### config.mk
export PLATFORM = sky130hd
export DESIGN_NAME = fsm_out_tracer
export DESIGN_NICKNAME = d
export VERILOG_FILES = /design/src/rtl/fsm_out_tracer.sv
export SDC_FILE = /design/constraint.sdc
export NUM_CORES = 1
export LEC_CHECK = 0
export CORE_MARGIN = 3
export CORE_UTILIZATION = 30
export DETAILED_ROUTE_END_ITERATION = 10
export GPL_TIMING_DRIVEN = 0
export HOLD_SLACK_MARGIN = 0.08
export PLACE_DENSITY_LB_ADDON = 0.25
export SKIP_LAST_GASP = 1
export SLEW_MARGIN = 20
export SYNTH_ARGS = -nofsm -noshare
export SYNTH_HDL_FRONTEND = slang
export SYNTH_SLANG_ARGS = --single-unit
export TNS_END_PERCENT = 100
### constraint.sdc
create_clock -name clk -period 3.9 [get_ports clk]
set_input_delay 0.78 -clock clk [delete_from_list [all_inputs] [get_ports clk]]
set_output_delay 0.78 -clock clk [all_outputs]
set_load 0.05 [all_outputs]
### src/rtl/fsm_out_tracer.sv
// Change-triggered trace FIFO for the controller's nine output lines; logs {ts, word}.
// Optional build macro FSM_TRACE_ZERO_SKIP_EN suppresses logging of changes to the all-zero word.
module fsm_out_tracer #(
    parameter int DEPTH = 8,
    parameter int TS_W  = 8
) (
    input  logic                     clk,
    input  logic                     rst,
    input  logic                     en,
    input  logic [8:0]               y_in,
    input  logic                     clr_ovf,
    input  logic                     rd_en,
    output logic [TS_W+8:0]          rd_data,
    output logic                     rd_valid,
    output logic [$clog2(DEPTH):0]   count,
    output logic                     full,
    output logic                     empty,
    output logic                     overflow
);

    localparam int AW = $clog2(DEPTH);
    localparam int CW = AW + 1;
    localparam int EW = TS_W + 9;

    logic [8:0]      y_q;
    logic            first;
    logic [TS_W-1:0] ts;
    logic [AW-1:0]   wr_ptr;
    logic [AW-1:0]   rd_ptr;
    logic [EW-1:0]   mem [DEPTH];

    logic changed;
    logic capture;
    logic pop;
    logic push;
    logic drop;

    assign full  = (count == CW'(DEPTH));
    assign empty = (count == '0);

    always_comb begin
        changed = first || (y_in != y_q);
`ifdef FSM_TRACE_ZERO_SKIP_EN
        // the very first sample is always logged, even when it is zero
        capture = en && (first || (changed && (y_in != 9'h000)));
`else
        capture = en && changed;
`endif
        pop  = rd_en && !empty;
        // a simultaneous pop frees the slot, so a full FIFO can still accept
        push = capture && (!full || pop);
        drop = capture && full && !pop;
    end

    always_ff @(posedge clk) begin
        if (rst) begin
            y_q      <= '0;
            first    <= 1'b1;
            ts       <= '0;
            wr_ptr   <= '0;
            rd_ptr   <= '0;
            count    <= '0;
            rd_data  <= '0;
            rd_valid <= 1'b0;
            overflow <= 1'b0;
        end else begin
            if (en) begin
                ts    <= ts + TS_W'(1);
                y_q   <= y_in;
                first <= 1'b0;
            end
            if (push) begin
                wr_ptr <= wr_ptr + AW'(1);
            end
            rd_valid <= pop;
            if (pop) begin
                rd_data <= mem[rd_ptr];
                rd_ptr  <= rd_ptr + AW'(1);
            end
            count <= count + CW'(push) - CW'(pop);
            if (drop) begin
                overflow <= 1'b1;
            end else if (clr_ovf) begin
                overflow <= 1'b0;
            end
        end
    end

    // storage needs no reset: pointers and count define what is live
    always_ff @(posedge clk) begin
        if (push && !rst) begin
            mem[wr_ptr] <= {ts, y_in};
        end
    end

endmodule
Word-level counts from Yosys, hierarchy flattened
Memory sizes are Yosys's and may differ from the RTL's. A register that Yosys moved wholly into a read port is not among the register bits. Index checks and enable logic that the tools add are counted.

Bits in registers: 30. Bits in writable memories: 136. Memories: 1.

Memories: mem (depth 8, width 17, read ports 1, clocked after Yosys merged registers in 1, write ports 1, line 30) `logic [EW-1:0] mem [DEPTH];`.

Add/subtract/negate cells: 5. Equal/unequal tests: 2. Multiplexer cells: 4. Reductions and logical operators: 14.

Operators with widths (count): 9-bit != test (1); 8-bit by 1-bit adder with 8-bit output (second input constant) (1); 3-bit by 1-bit adder with 3-bit output (second input constant) (2); 1-bit logical AND (6); 4-bit by 1-bit adder with 4-bit output (1); 4-bit equality test (second input constant) (1); 1-bit logical NOT (4); 4-bit logical NOT (1); 1-bit 2-to-1 mux (4); 4-bit by 1-bit subtractor with 4-bit output (1); 1-bit logical OR (2); 2-bit nonzero test (1).

Depth between registers and ports, before layout
Gate-level depths: netlist (run 1).

Depth in word-level cells: 8. Depth in mapped cells: 12.

Worst setup path after synthesis (run 1)
No wires, ideal clock.

Kind: flip-flop to flip-flop. Start: reg count[2]. End: mem mem[0][0] in the netlist's numbering, enable pin. Library setup time: 0.435 ns. Arrival: 3.479 ns. Required time: 3.465 ns. Path slack: -0.014 ns. Stages on the path, launching flop included: 8. Path buffers: 1. Cells stage by stage: dfxtp_1 inv_1 ha_1 nor3b_1 a21oi_1 nand2_1 buf_4 nor4_1.

Elaborated cells between the ends (all ways): 10. Those cells by class: eq/ne: 1; mux: 2; reduce/logical: 7.

RTL lines: start, declared (line 15) `output logic [$clog2(DEPTH):0] count,`; start signal, assigned (line 80) `count <= count + CW'(push) - CW'(pop);`; 4-bit equality test (line 38) `assign full = (count == CW'(DEPTH));`; net full (line 16) `output logic full,`; 1-bit logical NOT (line 51) `push = capture && (!full || pop);`; 1-bit logical OR (line 51); 1-bit logical AND (line 51); 1-bit logical AND (line 91) `if (push && !rst) begin`; 1-bit 2-to-1 mux (line 91); 1-bit 2-to-1 mux (not written as such) (line 92) `mem[wr_ptr] <= {ts, y_in};`; end, declared (line 30).

The timed path passes the listed nets, and every way through them passes these cells.

Worst setup path in the final report (run 1)
Start: in rd_en. End: reg count[3].

Word-level cells in the longest chain between the ends: 5.

Ends and longest elaborated chain: start, declared (line 12) `input logic rd_en,`; 1-bit logical AND * (line 49) `pop = rd_en && !empty;`; 1-bit logical OR (line 51); 1-bit logical AND (line 51); 4-bit by 1-bit adder with 4-bit output (line 80); 4-bit by 1-bit subtractor with 4-bit output * (line 80).

Every way passes the cells marked *; elsewhere a longest branch is shown, timed or not. A chain may end at the register's enable or synchronous reset.

==> results of run 1 <==
## layout by cell type (no fill, tap or decap), types with 5 or more instances in the layout
master and count:
nand4_1 6, clkbuf_16 19, a21oi_1 6, dfxtp_1 47, a211oi_1 17, mux2i_1 29
clkbuf_1 10, ha_1 8, buf_4 20, nor4_2 6, xnor2_1 11, nand2b_1 6
buf_2 15, xor2_1 7, buf_1 5, inv_1 8, mux4_2 34, nor2_1 41
nand2_1 7, clkdlybuf4s50_1 37, edfxtp_1 136
## metal layers
metal | share of wire | up-vias | track usage
li1 | - | 1756 | -
met1 | 0.45 | 1896 | 0.168
met2 | 0.49 | 64 | 0.204
met3 | 0.042 | 13 | 0.0317
met4 | 0.010 | 0 | 0.0394
met5 | 0 | - | 0
## critical path, cell delays in order
cell and delay [ns]:
clkdlybuf4s50_1 0.50, nor2b_1 0.28, clkbuf_1 0.51, clkbuf_1 0.67
o21ai_0 0.22, ha_1 0.24, a21o_1 0.18, a21oi_1 0.16
xnor2_1 0.13, nor2_1 0.05
## registers in the layout, summed over array words and instances (netlist names)
name      flops
count         4
first         1
mem         136
overflow      1
rd_data      17
rd_ptr        3
rd_valid      1
ts            8
wr_ptr        3
y_q           9
## through the flow
| step | TNS (ns) | std cells | worst slack [ns] | util |
|---|---|---|---|---|
| detailed placement | 0 | 787 | 0.0609 | 0.352 |
| finish | 0 | 819 | 0.471 | 0.379 |
| floorplan | -1.18 | 411 | -0.0139 | - |
| CTS | 0 | 819 | 0.511 | 0.379 |
| global placement | -268.38 | 761 | -2.43 | 0.342 |
| global route | 0 | 819 | 0.391 | 0.379 |
## report_power, final
part,internal (mW),leakage (nW),switching [mW],total (mW)
Sequential,2.24,1.64,0.0936,2.33
Combinational,0.636,0.936,0.938,1.57
Clock,1.06,0.296,0.722,1.78
Total,3.93,2.88,1.75,5.69
## cell type report
cell class	count	area, um2	share of cell area
Clock buffer	23	510	0.0588
Inverter	8	30.0	0.00346
Timing Repair Buffer	63	541	0.0623
Clock inverter	9	114	0.0131
Sequential cell	183	5020	0.579
Tap cell	313	392	0.0451
Multi-Input combinational cell	198	1970	0.227
Buffer	22	104	0.0120
## cells by family (layout without fill, tap and decap cells)
group / count (synthesis) / count (layout) / synth area share
xor+xnor: 18 / 18 / 0.0223
simple gates: 78 / 78 / 0.0529
buf+inv: 30 / 125 / 0.0189
fa+ha+maj: 9 / 9 / 0.0170
flops: 183 / 183 / 0.710
compound gates: 29 / 29 / 0.0278
mux: 64 / 64 / 0.151
## how the worst min path moves through the flow
| stage | end | slack [ns] | cells after the start |
|---|---|---|---|
| 5_1_grt | first | 0.50 | 1 |
| 3_3_place_gp | first | 0.44 | 1 |
| 2_1_floorplan | first | 0.43 | 1 |
| 4_1_cts | first | 0.46 | 1 |
| 6_report | first | 0.46 | 1 |
| 3_5_place_dp | first | 0.45 | 1 |
==> impl_metrics.tcl, run 1 <==
set metrics [dict create \
    ys_seq_area_frac 0.710 \
    hold_class "flip-flop to flip-flop" \
    cts_hold_buffers 0 \
    cts_resized 0 \
    path_class "input port to flip-flop" \
    portBuffers 37 \
    synth_top_cell_area_share 0.577 \
    drive_above_1_share 0.217 \
    finalMaxSlewViolations 0 \
    ant_nets 0 \
    die_h_um 160 \
    clock_latency_ns 0.43 \
    wl_per_cell_um 19.0 \
    grt_pass1_wl_um 23700 \
    viasPerCell 4.55 \
    yosysMostFrequentCell "edfxtp_1" \
    fmax_mhz 292 \
    cts_max_path_buffers 2 \
    synth_largest_area_cell "edfxtp_1" \
    grt.overflow.total 0 \
    fp.dieW_um 160 \
    finalNetCount 516 \
    fin_area_um2 8680 \
    fp-row-count 55 \
    cts_tree "built" \
    syn_inst 411 \
    p_leak_nw 2.88 \
    dieArea_um2 25500 \
    track_usage 0.126 \
    relSlewSlack 0.427 \
    dp_hpwl_um 10800 \
    p_total_mw 5.69 \
    synth_ff_type "edfxtp_1" \
    core_um2 22900 \
    cts-root-buf "clkbuf_16" \
    netlist_top_cells_area "edfxtp_1 (58%), dfxtp_1 (13%), mux4_2 (11%), mux2i_1 (4.1%), nor2_1 (2.2%)" \
    min_period_over_period 0.879 \
    rsz0062_at_grt "no" \
    r2r-end "count[3]" \
    placed_area_um2 8060 \
    worstPathRequired_ns 4.20 \
    worstHoldStart "first" \
    synthesis.area_um2 7080 \
    antenna_cells 0 \
    fillers 2121 \
    wl_um 15500 \
    syn_nets 434 \
    crit_path_end "count[3]" \
    hold_violations 0 \
    drc_errors 0 \
    synthToLayoutAreaGrowth_pct 22.7 \
    vias 3729 \
    synth_cell_types 31 \
    grt_antenna_before_repair 0 \
    design.portCount 39 \
    crit_start "rd_en" \
    crit_fanout 10 \
    async_flop_share 0 \
    max-cap-violations 0 \
    r2r_start "count[2]" \
    fin_crit_ns 3.43 \
    worstRegToRegCells 12 \
    clock_sinks 183 \
    endpoint_kind "flip-flop" \
    critPathLaunchType "input port" \
    syn_area_per_cell_um2 17.2 \
    gp_congestion 0.712 \
    grt_max_degree 17 \
    tightest_slew_ns 0.859 \
    cts_buffers 17 \
    skew_ns 0.0113 \
    ys_seq_elements 183 \
    initial_core_util 0.309 \
    setup_viol 0 \
    crit_arrival_ns 3.73 \
    rrSetupSlack_ns 0.54 \
    cellPowerDensity_nw_per_um2 655 \
    ir_drop_mv 0.495 \
    ys_top_cells_by_count "edfxtp_1 (136), dfxtp_1 (47), nor2_1 (41), mux4_2 (34), mux2i_1 (29)" \
    dr.pass1.iters 5 \
    grt_pass1_vias 3821 \
    ys_warn_count 0 \
    holdWs_ns 0.459 \
    clk_pin_slew_worst_paths_ns 0.07 \
    status "completed" \
    drt_iter0_drc 240 \
    cts_setup_buffers 0 \
    htreeDepth 4 \
    synth-edff-count 136 \
]
Note: power is estimated with default switching activity, not from simulation.
==> inputs of run 2 (changes only) <==
CELL_PAD_IN_SITES_DETAIL_PLACEMENT = 1   (was unset)
CELL_PAD_IN_SITES_GLOBAL_PLACEMENT = 2   (was unset)
CTS_CLUSTER_SIZE = 20   (was unset)
==> impl_metrics.tcl, run 2 (same netlist as run 1, synthesis figures left out) <==
set metrics [dict create \
    timing.final.ws_setup_ns 0.576 \
    tightest_slew_ns 0.813 \
    antenna_cells 0 \
    relSlewSlack 0.458 \
    synthToLayoutAreaGrowth_pct 22.0 \
    fin_crit_ns 3.32 \
    max_stage_delay_ns 0.59 \
    die_h_um 160 \
    path_buf_inv 3 \
    dieArea_um2 25500 \
    dr.pass1.iters 4 \
    cts_tree "built" \
    path_cells "clkdlybuf4s50_1 > nor2b_1 > clkbuf_1 > clkbuf_1 > o21ai_0 > ha_1 > a21o_1 > a21oi_1 > xnor2_1 > nor2_1" \
    clock_sinks 183 \
    fin_area_um2 8640 \
    dp_hpwl_um 11800 \
    wl_um 16500 \
    utilization 0.377 \
    status "completed" \
    slowest_stage "clkbuf_1" \
    clk_pin_slew_worst_paths_ns 0.07 \
    cts_hold_buffers 0 \
    setup_viol 0 \
    setup-tns-final_ns 0 \
    hold_class "flip-flop to flip-flop" \
    placed_area_um2 8050 \
    wl_per_cell_um 20.1 \
    critPathMostFrequentCell "clkbuf_1" \
    htreeDepth 4 \
    hold_violations 0 \
    final_common_cell "edfxtp_1" \
    fp-row-count 55 \
    design.portCount 39 \
    layout_common_cells "edfxtp_1 (136), dfxtp_1 (47), nor2_1 (41)" \
    drive_above_1_share 0.218 \
    largest_reg_flops 136 \
    crit_arrival_ns 3.63 \
    cts_buffers 17 \
    track_usage 0.136 \
    cts_setup_buffers 0 \
    p_leak_nw 2.86 \
    cellPowerDensity_nw_per_um2 653 \
    endpoint_kind "flip-flop" \
    post-place-ws_ns 0.0483 \
    holdWs_ns 0.472 \
    grt_pass1_vias 4140 \
    cts_max_path_buffers 2 \
    crit_fanout 10 \
    clock_latency_ns 0.43 \
    cts-root-buf "clkbuf_16" \
    ir_drop_mv 0.348 \
    vias 3810 \
    viasPerCell 4.66 \
    worstPathRequired_ns 4.20 \
    portBuffers 37 \
    initial_core_util 0.309 \
    core_um2 22900 \
    grt_antenna_before_repair 0 \
    min_period_over_period 0.852 \
    path_class "input port to flip-flop" \
    skew_ns 0.0109 \
    cts_resized 0 \
    critPathLaunchType "input port" \
    drt_iter0_drc 227 \
    critPathTopFamily "buffers and inverters" \
    finalMaxSlewViolations 0 \
    grt_max_degree 17 \
    finalNetCount 515 \
    rsz0062_at_grt "no" \
    fmax_mhz 301 \
    fp.dieW_um 160 \
    grt.overflow.total 0 \
    gp_congestion 0.719 \
    top_register "mem" \
    grt_pass1_wl_um 25500 \
    max-cap-violations 0 \
    top_regs "mem: 136 flops, rd_data: 17 flops, y_q: 9 flops" \
    drc_errors 0 \
    ant_nets 0 \
]
[run 2: changes by cell type in the layout (fill, tap and decap cells not counted), sizes merged]
cell    previous run  this run
clkinv             3         4
buf               40        39
clkbuf            31        27
inv                9        12
[run 2: final timing paths]
check,depth (start not counted),to,slack [ns],from
min,1,first,0.47,first
max,10,count[3],0.58,rd_en
min reg2reg,1,first,0.47,first
max reg2reg,12,count[3],0.68,count[2]
[run 2: area by class of cell]
class	count	area [um2]
multi-input combinational	198	1970
fill	2308	14300
tap	313	392
buffer	22	104
clock buffer	19	443
inverter	8	30.0
sequential	183	5020
clock inverter	13	145
timing repair buffer	62	532
[run 2: power breakdown]
part | switching [mW] | internal (mW) | leakage (nW)
sequential | 0.0918 | 2.24 | 1.64
combinational | 0.948 | 0.635 | 0.932
clock | 0.760 | 0.969 | 0.281
[run 2: per-stage QoR]
| step | cells | total power [mW] |
|---|---|---|
| finish | 818 | 5.64 |
| global route | 818 | 5.92 |
| CTS | 818 | 5.73 |
| detailed placement | 786 | 4.00 |
| global placement | 761 | 3.95 |
| floorplan | 411 | 3.47 |
[run 2: metal layers]
metal,track usage,vias to the layer above,wire [um],share of wire
li1,-,1756,-,-
met1,0.176,1990,7570,0.46
met2,0.230,51,8320,0.50
met3,0.0323,13,435,0.026
met4,0.0358,0,159,0.0096
met5,0,-,0,0
